<file path="src/rtl/branch_predictor_table.sv">
// Pattern history table of saturating counters, bimodal or gshare indexed.
// One-cycle registered lookup, non-speculative global history, mispredict counter.
module branch_predictor_table #(
  parameter int PC_WIDTH   = 32,
  parameter int INDEX_BITS = 4,
  parameter int CTR_WIDTH  = 2,
  parameter int HIST_BITS  = 4,
  parameter int MODE       = 0,
  parameter int INIT_STATE = 1
) (
  input  logic                  i_clock,
  input  logic                  i_reset_n,
  input  logic                  i_lookup_valid,
  input  logic [PC_WIDTH-1:0]   i_lookup_pc,
  output logic                  o_pred_valid,
  output logic                  o_pred_taken,
  output logic [INDEX_BITS-1:0] o_pred_index,
  output logic [CTR_WIDTH-1:0]  o_pred_state,
  input  logic                  i_update_valid,
  input  logic [INDEX_BITS-1:0] i_update_index,
  input  logic                  i_update_taken,
  input  logic                  i_update_mispredict,
  output logic [HIST_BITS-1:0]  o_history,
  output logic [15:0]           o_mispredict_count
);

  localparam int ENTRIES = 1 << INDEX_BITS;
  localparam logic [CTR_WIDTH-1:0] CTR_MAX  = '1;
  localparam logic [CTR_WIDTH-1:0] CTR_INIT = CTR_WIDTH'(INIT_STATE);
  localparam logic [CTR_WIDTH-1:0] CTR_ONE  = CTR_WIDTH'(1);

  typedef struct packed {
    logic                  valid;
    logic                  taken;
    logic [INDEX_BITS-1:0] index;
    logic [CTR_WIDTH-1:0]  state;
  } pred_t;

  logic [ENTRIES-1:0][CTR_WIDTH-1:0] pht;
  logic [HIST_BITS-1:0]              ghr;
  logic [15:0]                       mis_cnt;
  pred_t                             pred_q;

  logic [INDEX_BITS-1:0] raw_idx, lk_idx;
  logic [CTR_WIDTH-1:0]  rd_state, upd_cur, upd_nxt;
  logic                  unused_pc;

  assign raw_idx   = i_lookup_pc[INDEX_BITS+1:2];
  assign unused_pc = ^{i_lookup_pc[PC_WIDTH-1:INDEX_BITS+2], i_lookup_pc[1:0]};

  generate
    if (MODE == 1) begin : g_gshare
      assign lk_idx = raw_idx ^ INDEX_BITS'(ghr);
    end else begin : g_bimodal
      assign lk_idx = raw_idx;
    end
  endgenerate

  // Both ports read the current table, so a same-edge update is invisible to the lookup.
  assign rd_state = pht[lk_idx];
  assign upd_cur  = pht[i_update_index];

  always_comb begin
    upd_nxt = upd_cur;
    if (i_update_taken) begin
      if (upd_cur != CTR_MAX) upd_nxt = upd_cur + CTR_ONE;
    end else if (upd_cur != '0) begin
      upd_nxt = upd_cur - CTR_ONE;
    end
  end

  always_ff @(posedge i_clock or negedge i_reset_n) begin
    if (!i_reset_n) begin
      pht <= {ENTRIES{CTR_INIT}};
    end else if (i_update_valid) begin
      pht[i_update_index] <= upd_nxt;
    end
  end

  // History is trained only by resolved outcomes; the cast keeps the low HIST_BITS.
  always_ff @(posedge i_clock or negedge i_reset_n) begin
    if (!i_reset_n) begin
      ghr     <= '0;
      mis_cnt <= '0;
    end else if (i_update_valid) begin
      ghr <= HIST_BITS'({ghr, i_update_taken});
      if (i_update_mispredict && mis_cnt != 16'hFFFF) mis_cnt <= mis_cnt + 16'd1;
    end
  end

  always_ff @(posedge i_clock or negedge i_reset_n) begin
    if (!i_reset_n) begin
      pred_q <= '0;
    end else if (i_lookup_valid) begin
      pred_q.valid <= 1'b1;
      pred_q.taken <= rd_state[CTR_WIDTH-1];
      pred_q.index <= lk_idx;
      pred_q.state <= rd_state;
    end else begin
      pred_q.valid <= 1'b0;
    end
  end

  assign o_pred_valid       = pred_q.valid;
  assign o_pred_taken       = pred_q.taken;
  assign o_pred_index       = pred_q.index;
  assign o_pred_state       = pred_q.state;
  assign o_history          = ghr;
  assign o_mispredict_count = mis_cnt;

endmodule
</file>
<file path="config.mk">
export PLATFORM = sky130hd
export DESIGN_NAME = branch_predictor_table
export DESIGN_NICKNAME = d
export VERILOG_FILES = /design/src/rtl/branch_predictor_table.sv
export SDC_FILE = /design/constraint.sdc
export NUM_CORES = 1
export LEC_CHECK = 0
export CAP_MARGIN = 40
export CORE_MARGIN = 4
export CORE_UTILIZATION = 45
export CTS_CLUSTER_DIAMETER = 30
export DETAILED_ROUTE_END_ITERATION = 12
export HOLD_SLACK_MARGIN = 0.05
export PLACE_DENSITY = 0.76
export SYNTH_ARGS = -nofsm -noshare
export SYNTH_HDL_FRONTEND = slang
export SYNTH_SLANG_ARGS = --single-unit
</file>
<file path="constraint.sdc">
create_clock -name i_clock -period 1.8 [get_ports i_clock]
set_input_delay 0.27 -clock i_clock [delete_from_list [all_inputs] [get_ports i_clock]]
set_output_delay 0.27 -clock i_clock [all_outputs]
set_load 0.03 [all_outputs]
</file>
=== After elaboration in Yosys (flattened, before gate mapping) ===
Index checks and enable logic that the tools add are counted.

* Output and inout port bits: 28
* Bits in registers: 60
* Input port bits: 42
* Logic and storage cells: 45

* Reductions and logical operators: 4
* Mux-type cells: 11
* Eq/ne operators: 2
* Magnitude comparators: 3
* $add $sub $neg: 3

{| class="wikitable"
|+ Operator list
! operator !! count
|-
| $bwmux 32 || 1
|-
| $add 16x1->16 const B || 1
|-
| $bmux 2 s4 || 2
|-
| $ne 16x16->1 const B || 1
|-
| $mux 2 || 6
|-
| $lt 4x5->1 const B || 2
|-
| $demux 2 s4 || 1
|-
| $ge 4x1->1 const B || 1
|-
| $add 2x1->2 const B || 1
|-
| $logic_and 1x1->1 || 2
|-
| $ne 2x2->1 const B || 1
|-
| $reduce_and 2->1 || 1
|-
| $reduce_bool 2->1 || 1
|-
| $sub 2x1->2 const B || 1
|-
| $mux 1 || 1
|}

=== Depth between registers and ports, before layout ===
Gate-level depths: netlist of the first run.

* Depth in word-level cells: 6
* Mapped depth: 6
* Mapped depth without buffers: 5

=== Worst setup path before layout of the first run ===
OpenSTA, ideal clock, no wires.

* Path type: input -> register
* Start: input port i_update_index[0]
* End: register pht[21] (netlist bit)
* Path buffers: 2
* Stages: 6
* Path slack: -185 ps
* Setup time: 125 ps
* Arrival time: 1860 ps
* Cells stage by stage: buf_6 > buf_8 > mux4_2 > mux2_4 > maj3_2 > mux2_2

* Longest elaborated chain between the ends: 6
* Elaborated cells on any way between the ends: 15

{| class="wikitable"
|+ RTL lines
! element !! RTL line !! source
|-
| from (decl) || 20 || <nowiki>input logic [INDEX_BITS-1:0] i_update_index,</nowiki>
|-
| $bmux 2 s4 || 61 || <nowiki>assign upd_cur = pht[i_update_index];</nowiki>
|-
| $mux 2 (not written as such) || 61 ||
|-
| $sub 2x1->2 (tied with other cells) || 68 || <nowiki>upd_nxt = upd_cur - CTR_ONE;</nowiki>
|-
| $mux 2, on equally long branches || 67, 66 ||
|-
| $mux 2 || 65 || <nowiki>if (i_update_taken) begin</nowiki>
|-
| $bwmux 32 * || 76 || <nowiki>pht[i_update_index] <= upd_nxt;</nowiki>
|-
| to (signal assigned) || 74 || <nowiki>pht <= {ENTRIES{CTR_INIT}};</nowiki>
|-
| to (signal, indexed assignment) || 76 ||
|-
| to (decl) || 39 || <nowiki>logic [ENTRIES-1:0][CTR_WIDTH-1:0] pht;</nowiki>
|}

Every way passes the cells marked *; elsewhere a longest branch is shown, timed or not. The select of a mux whose other input is x is not followed.
A chain may end at the register's enable or synchronous reset.

=== Worst setup path after layout of the first run ===
* Start: input port i_update_index[2]
* End: register pht[11] (netlist bit)

Same word-level chain as after synthesis.

==> results of run 1 <==
## final cells by class
class	instances	area, um^2
Clock inverter	4	73.8
Clock buffer	12	145
Tap cell	77	96.3
Sequential cell	59	1500
Fill cell	485	2150
Multi-Input combinational cell	151	1600
Inverter	2	7.51
Timing Repair Buffer	95	887
## metrics by stage
stage                     utilization (%)  setup TNS [ns]
after floorplan                         -           -3.82
after global placement               60.7          -23.77
after detailed placement             60.7          -25.14
after CTS                            66.2           -3.65
after global routing                 66.7           -4.99
final                                66.7           -3.80
## registers in the layout, summed over array words and instances, names as in the netlist
register	count
o_pred_state	1
o_mispredict_count	16
o_pred_valid	1
o_pred_index	4
o_history	4
o_pred_taken	1
pht	32
## worst max-delay path, stage by stage
cell	delay, ns
clkdlybuf4s50_1	0.47
buf_6	0.15
mux4_2	0.34
mux2_4	0.29
maj3_4	0.37
mux2_2	0.29
## per-layer routing
metal	up-vias	global-route usage (%)
met2	76	30.9
met1	1101	25.4
li1	1027	-
met3	10	6.92
met4	0	7.02
met5	-	0
## kinds of logic (layout without fill, tap and decap cells)
kind of cell | Yosys count | count (layout)
compound gates | 2 | 2
xor+xnor | 15 | 15
fa+ha+maj | 5 | 5
buf+inv | 12 | 113
flops | 59 | 59
mux | 67 | 67
simple gates | 62 | 62
## synthesized netlist by cell type, drive strengths merged
library cell   n
and4           3
nor2          12
or3            1
nand3b         3
buf            3
nand4          3
nand2          8
mux2          47
nor3          11
nand3          9
nor4b          2
mux4          16
mux2i          4
nor4           2
o221ai         2
clkbuf         7
dfstp         16
dfrtp         43
ha             1
nor3b          3
nand2b         4
xor2          15
maj3           4
and3           1
inv            2
## how the worst min path moves through the flow
stage	startpoint	to	slack (ns)	cells after the start
final	i_reset_n	pht[1]$_DFFE_PN0P_	0.45	3
after global routing	i_reset_n	pht[5]$_DFFE_PN0P_	0.50	3
after CTS	i_reset_n	pht[1]$_DFFE_PN0P_	0.46	3
after detailed placement	i_reset_n	pht[1]$_DFFE_PN0P_	0.29	2
after global placement	i_reset_n	pht[1]$_DFFE_PN0P_	0.29	2
after floorplan	i_reset_n	o_history[0]$_DFFE_PN0P_	-0.03	0
## cell usage in the layout, fill, tap and decap left out, drive strengths merged
| cell | netlist | routed |
|---|---|---|
| bufbuf | 0 | 1 |
| xor2 | 15 | 15 |
| buf | 3 | 54 |
| bufinv | 0 | 2 |
| nand4 | 3 | 3 |
| nor3 | 11 | 11 |
| o221ai | 2 | 2 |
| clkinv | 0 | 2 |
| dlygate4sd3 | 0 | 1 |
| dfrtp | 43 | 43 |
| dlymetal6s2s | 0 | 5 |
| dfstp | 16 | 16 |
| nor2 | 12 | 12 |
| nand3b | 3 | 3 |
| nor3b | 3 | 3 |
| mux4 | 16 | 16 |
| nand2b | 4 | 4 |
| maj3 | 4 | 4 |
| ha | 1 | 1 |
| mux2i | 4 | 4 |
| and3 | 1 | 1 |
| nand2 | 8 | 8 |
| nor4 | 2 | 2 |
| clkdlybuf4s50 | 0 | 34 |
| nand3 | 9 | 9 |
| and4 | 3 | 3 |
| inv | 2 | 2 |
| clkbuf | 7 | 12 |
| mux2 | 47 | 47 |
| or3 | 1 | 1 |
| nor4b | 2 | 2 |
## timing repair
action	in CTS	in global routing
hold buffers	1	0
pin swaps	3	2
cloned	1	0
endpoints found under the setup margin	32	37
setup buffers	3	0
resized for setup	29	12
hold endpoints to repair	43	0
## power groups by stage
stage	Combinational, W	Clock (W)	Sequential, W
floorplan	0.000820	0	0.00223
finish	0.00197	0.00136	0.00207
global route	0.00211	0.00145	0.00212
CTS	0.00194	0.00139	0.00206
global placement	0.00172	0	0.00206
detailed placement	0.00177	0	0.00207
==> qor.yml, run 1 <==
die_area_um2: 8170
synth_compound_area_share_pct: 0.574
fp.dieW_um: 90.4
avgSynthCellArea_um2: 13.8
r2r-end: "pht[17]$_DFFE_PN0P_"
synth-simple-area-share_pct: 11.1
antenna_cells: 0
hpwl_mm: 5.06
yosysWarnings: 0
whs_ns: 0.455
cp-startpoint: "i_update_index[2]"
ys_seq_elements: 59
grt_pass1_vias: 2434
p_comb_share_pct: 36.5
coreArea_um2: 6460
startpoint_type: "input port"
end_kind: "flop"
grt_usage_pct: 19.7
mappedNetlistArea_um2: 3050
setup_viol: 32
swShare_pct: 30.1
fin_crit_sh_pct: 109
power_switching_w: 0.00162
die_h_um: 90.4
power_per_cell_area_nw_per_um2: 1250
hold_class: "input port to async pin"
htree_levels: 3
power_w: 0.00540
synth_top_family_by_area: "multiplexers"
final_layout_size_suffix_gt1_share_pct: 48.0
maxSlewHeadroom_pct: 68.3
routed-via-count: 2214
io_pins: 70
power_leakage_nw: 2.03
skew_ns: 0.00480
clock-sinks: 59
start_util_pct: 47.3
synth_xor_area_share_pct: 4.30
worst_slack_ns: -0.169
rrSetupSlack_ns: -0.16
nets: 361
grt_first_pass_wirelength_mm: 12.7
path_max_fanout: 9
syn-num-nets: 265
crit_end: "pht[11]$_DFFE_PN0P_"
placed_area_um2: 3920
intPower_w: 0.00377
ant_nets: 0
yosysSeqAreaShare_pct: 49.0
pwr-share-clk_pct: 25.2
cp.arrival_ns: 2.19
grt-ovfl-total: 0
clk_pin_slew_ns: 0.07
top_layer: "met4"
cts_buffers: 9
drcViolationCount: 0
yosys-top-cells-area: "dfrtp_1, mux2_2, dfstp_2"
rows: 29
status: "finished, violations left"
violations: "setup timing"
routabilityCongestion: 0.804
dp_cells: 379
period_minus_slack_ns: 1.97
clk_latency_ns: 0.34
drv_slew: 0
vdd_drop_max_mv: 0.753
yosysTopAreaCell: "dfrtp_1"
synth_cells: 222
cts.path.max_buffers: 2
required_ns: 2.02
dr.pass1.iters: 4
grt_max_degree: 60
final_area_um2: 4310
worstSetupPathType: "input port to flop"
vias_per_cell: 5.54
synthToLayoutAreaGrowth_pct: 41.1
wl_per_cell_um: 18.4
wl_met1_mm: 3.17
root_buffer: "clkbuf_8"
rr_worst_depth: 4
synth_top_area_share_pct: 35.2
fin_cells: 400
fmax_ghz: 0.508
grt_antenna_before_repair: 0
rsz0062_at_grt: "true"
routed_wl_mm: 7.36
yosysUniqueCellTypes: 30
worstMarginPinSlew_ns: 0.471
wl_met3_um: 497
cts_tree: "built"
post_synth_mux_area_share_pct: 30.9
hold_viol: 0
max_cap_viol_count: 0
dr_wl_met2_mm: 3.58
synth-adder-area-share_pct: 1.88
power_frac_seq_pct: 38.3
port_buffers: 41
rr_startpoint: "pht[25]$_DFFE_PN0P_"
drt_iter0_markers: 98
dp_slack_ns: -0.795
Note: power is estimated with default switching activity, not from simulation.
==> inputs of run 2 (changes only) <==
--- a/config.mk
+++ b/config.mk
@@ -7,11 +7,13 @@
 export LEC_CHECK = 0
 export CAP_MARGIN = 40
 export CORE_MARGIN = 4
-export CORE_UTILIZATION = 45
+export CORE_UTILIZATION = 47
+export CTS_BUF_LIST = sky130_fd_sc_hd__clkbuf_4 sky130_fd_sc_hd__clkbuf_8
 export CTS_CLUSTER_DIAMETER = 30
 export DETAILED_ROUTE_END_ITERATION = 12
 export HOLD_SLACK_MARGIN = 0.05
-export PLACE_DENSITY = 0.76
+export PLACE_DENSITY = 0.79
+export RECOVER_POWER = 25
 export SYNTH_ARGS = -nofsm -noshare
 export SYNTH_HDL_FRONTEND = slang
 export SYNTH_SLANG_ARGS = --single-unit
==> run 2 against run 1 <==
- the flow still finishes with violations (setup timing)
- clock power grew 24%
- non-clock buffer count is 4 higher
- fmax is essentially flat
- combinational power up 4%
- final area grew 2.6%
- critical path depth decreased by 2
- register-to-register slack barely moved
- cell count grew 1.0%
- hold slack better by 0.052 ns
- clock skew up 0.0018 ns
- flip-flop and latch count stayed put
- largest cell class unchanged
==> qor.yml, run 2 (synthesis gave the netlist of run 1 again) <==
slowest_delay_ns: 0.49  # +0.02 ns
maxSlewHeadroom_pct: 36.7  # -32 points
fillers: 448  # -7.6%
clk_pin_slew_ns: 0.07  # about the same
dp_slack_ns: -0.808  # -0.0130 ns
worstPathCellList: "mux4_2, mux2_4, maj3_4, mux2_2"
dr.pass1.iters: 4  # unchanged
cp.arrival_ns: 2.19  # about the same
routed_wl_mm: 7.95  # +7.9%
port_buffers: 41  # unchanged
fin_crit_sh_pct: 109  # about the same
wl_per_cell_um: 19.7  # +6.8%
nets: 365  # +1.1%
dp_cells: 377  # -0.53%
coreArea_um2: 6310  # -2.2%
violations: "setup timing"
largest_reg_flops: 32  # unchanged
routed-via-count: 2296  # +3.7%
final_layout_size_suffix_gt1_share_pct: 48.9  # +0.94 points
grt_antenna_before_repair: 0  # unchanged
holdPathStages: 1
grt_first_pass_wirelength_mm: 13.2  # +4.2%
layout_common_cells: "buf_4, dfrtp_1, mux2_4, clkdlybuf4s50_1, mux2_2"
worstSetupPathType: "flop to flop"
setup_viol: 32  # unchanged
rr_worst_depth: 4  # unchanged
crit_slowest_cell: "mux4_2"
routabilityCongestion: 0.842  # +4.7%
power_per_cell_area_nw_per_um2: 1310  # +4.9%
synthToLayoutAreaGrowth_pct: 44.8
cts_buffers: 9  # unchanged
die_area_um2: 7850  # -3.9%
r2r-end: "pht[15]$_DFFE_PN0P_"
end_kind: "flop"
power_frac_seq_pct: 35.7  # -2.6 points
rows: 29  # unchanged
hold_class: "flop to flop"
htree_levels: 3  # unchanged
clk_latency_ns: 0.34  # about the same
cts_tree: "built"
grt_usage_pct: 22.9  # +3.1 points
grt_busiest_layer: "met2"
worst_slack_ns: -0.169  # +0.000338 ns
skew_ns: 0.00656  # +0.00177 ns
grt_pass1_vias: 2576  # +5.8%
power_leakage_nw: 2.18  # +7.3%
rsz0062_at_grt: "true"
clock-sinks: 59  # unchanged
fin_cells: 404  # +1.0%
power_switching_w: 0.00167  # +2.6%
grtUsageMet3_pct: 7.64  # +0.72 points
vias_per_cell: 5.68  # +2.7%
cts.path.max_buffers: 2  # unchanged
ant_nets: 0  # unchanged
path_max_fanout: 8  # -1
die_h_um: 88.6  # -2.0%
layout_commonest_cell: "buf_4"
pwr-share-clk_pct: 29.0  # +3.8 points
rr_startpoint: "pht[15]$_DFFE_PN0P_"
drt_iter0_markers: 143  # +46%
drv_slew: 0  # unchanged
start_util_pct: 48.4  # +1.1 points
antenna_cells: 0  # unchanged
grt-ovfl-total: 0  # unchanged
worstMarginPinSlew_ns: 0.949  # +0.478 ns
grt_util_met2_pct: 38.7  # +7.8 points
startpoint_type: "flop"
root_buffer: "clkbuf_8"
post-route-util_pct: 70.1  # +3.3 points
hpwl_mm: 5.29  # +4.5%
rrSetupSlack_ns: -0.17  # about the same
power_w: 0.00581  # +7.7%
period_minus_slack_ns: 1.97  # -0.000338 ns
swShare_pct: 28.7  # -1.4 points
hold_path_end: "o_mispredict_count[15]$_DFFE_PN0P_"
max_cap_viol_count: 0  # unchanged
top_register: "pht"
drcViolationCount: 0  # unchanged
vdd_drop_max_mv: 1.01  # +35%
fmax_ghz: 0.508  # about the same
hold_viol: 0  # unchanged
status: "finished, violations left"
p_comb_share_pct: 35.3  # -1.2 points
fp.dieW_um: 88.6  # -2.0%
hp-start: "o_mispredict_count[15]$_DFFE_PN0P_"
grt_max_degree: 44  # -27%
required_ns: 2.02  # about the same
intPower_w: 0.00415  # +9.8%
grtUsageMet1_pct: 27.0  # +1.5 points
io_pins: 70  # unchanged
whs_ns: 0.507  # +0.0521 ns
cp-startpoint: "pht[15]$_DFFE_PN0P_"
[run 2: cell types whose count changed in the layout (fill, tap and decap cells not counted), sizes merged]
cell	delta
dlygate4sd2	+2
buf	+1
clkdlybuf4s50	-8
clkdlybuf4s15	+1
bufinv	+2
dlygate4sd3	+1
bufbuf	+1
clkinv	-2
clkbuf	+1
dlymetal6s2s	+5
[run 2: cell type report]
class / instances / area, um^2 / share of cell area, %
tap: 77 / 96.3 / 2.18
inverter: 2 / 7.51 / 0.170
multi-input combinational: 151 / 1580 / 35.8
clock buffer: 12 / 159 / 3.59
timing repair buffer: 99 / 956 / 21.6
clock inverter: 4 / 120 / 2.72
sequential: 59 / 1500 / 33.9
[run 2: metrics by stage]
stage	cell area (um^2)	setup TNS (ns)
2_1_floorplan	3080	-3.82
3_3_place_gp	3920	-24.11
3_5_place_dp	3920	-25.09
4_1_cts	4380	-3.60
5_1_grt	4420	-5.54
6_report	4420	-4.16
[run 2: worst max path at each step]
stage / to / slack, ns / cells past startpoint
6_report: pht[15]$_DFFE_PN0P_ / -0.17 / 4
5_1_grt: pht[15]$_DFFE_PN0P_ / -0.20 / 4
4_1_cts: pht[25]$_DFFE_PN0P_ / -0.15 / 4
3_5_place_dp: pht[29]$_DFFE_PN0P_ / -0.81 / 6
3_3_place_gp: pht[29]$_DFFE_PN0P_ / -0.77 / 6
2_1_floorplan: pht[21]$_DFFE_PN0P_ / -0.17 / 6
[run 2: worst max-delay path: cells and delay by family, from the launching register on]
family                   cells  cell delay [ns]
adder cells (fa/ha/maj)      1             0.39
flip-flops                   1             0.38
multiplexers                 3             1.07
[run 2: power by group through the flow]
stage,sequential (W),clock (W),combinational [W]
after floorplan,0.00223,0,0.000820
after global placement,0.00206,0,0.00175
after detailed placement,0.00208,0,0.00180
after CTS,0.00206,0.00171,0.00199
after global routing,0.00212,0.00178,0.00217
final,0.00207,0.00169,0.00205
[run 2: timing repair]
action                                  CTS  global route
gates cloned                              2             0
hold endpoints to repair                 10             0
buffers inserted                          8             0
hold buffers                              1             0
resized for setup                        23            19
endpoints found under the setup margin   33            43
pin swaps                                 3             4
[run 2: routing by layer]
metal  up-vias  share of wire, %
met5         -                 0
li1       1031                 -
met2        86                51
met3        21               6.1
met1      1158                41
met4         0               2.0
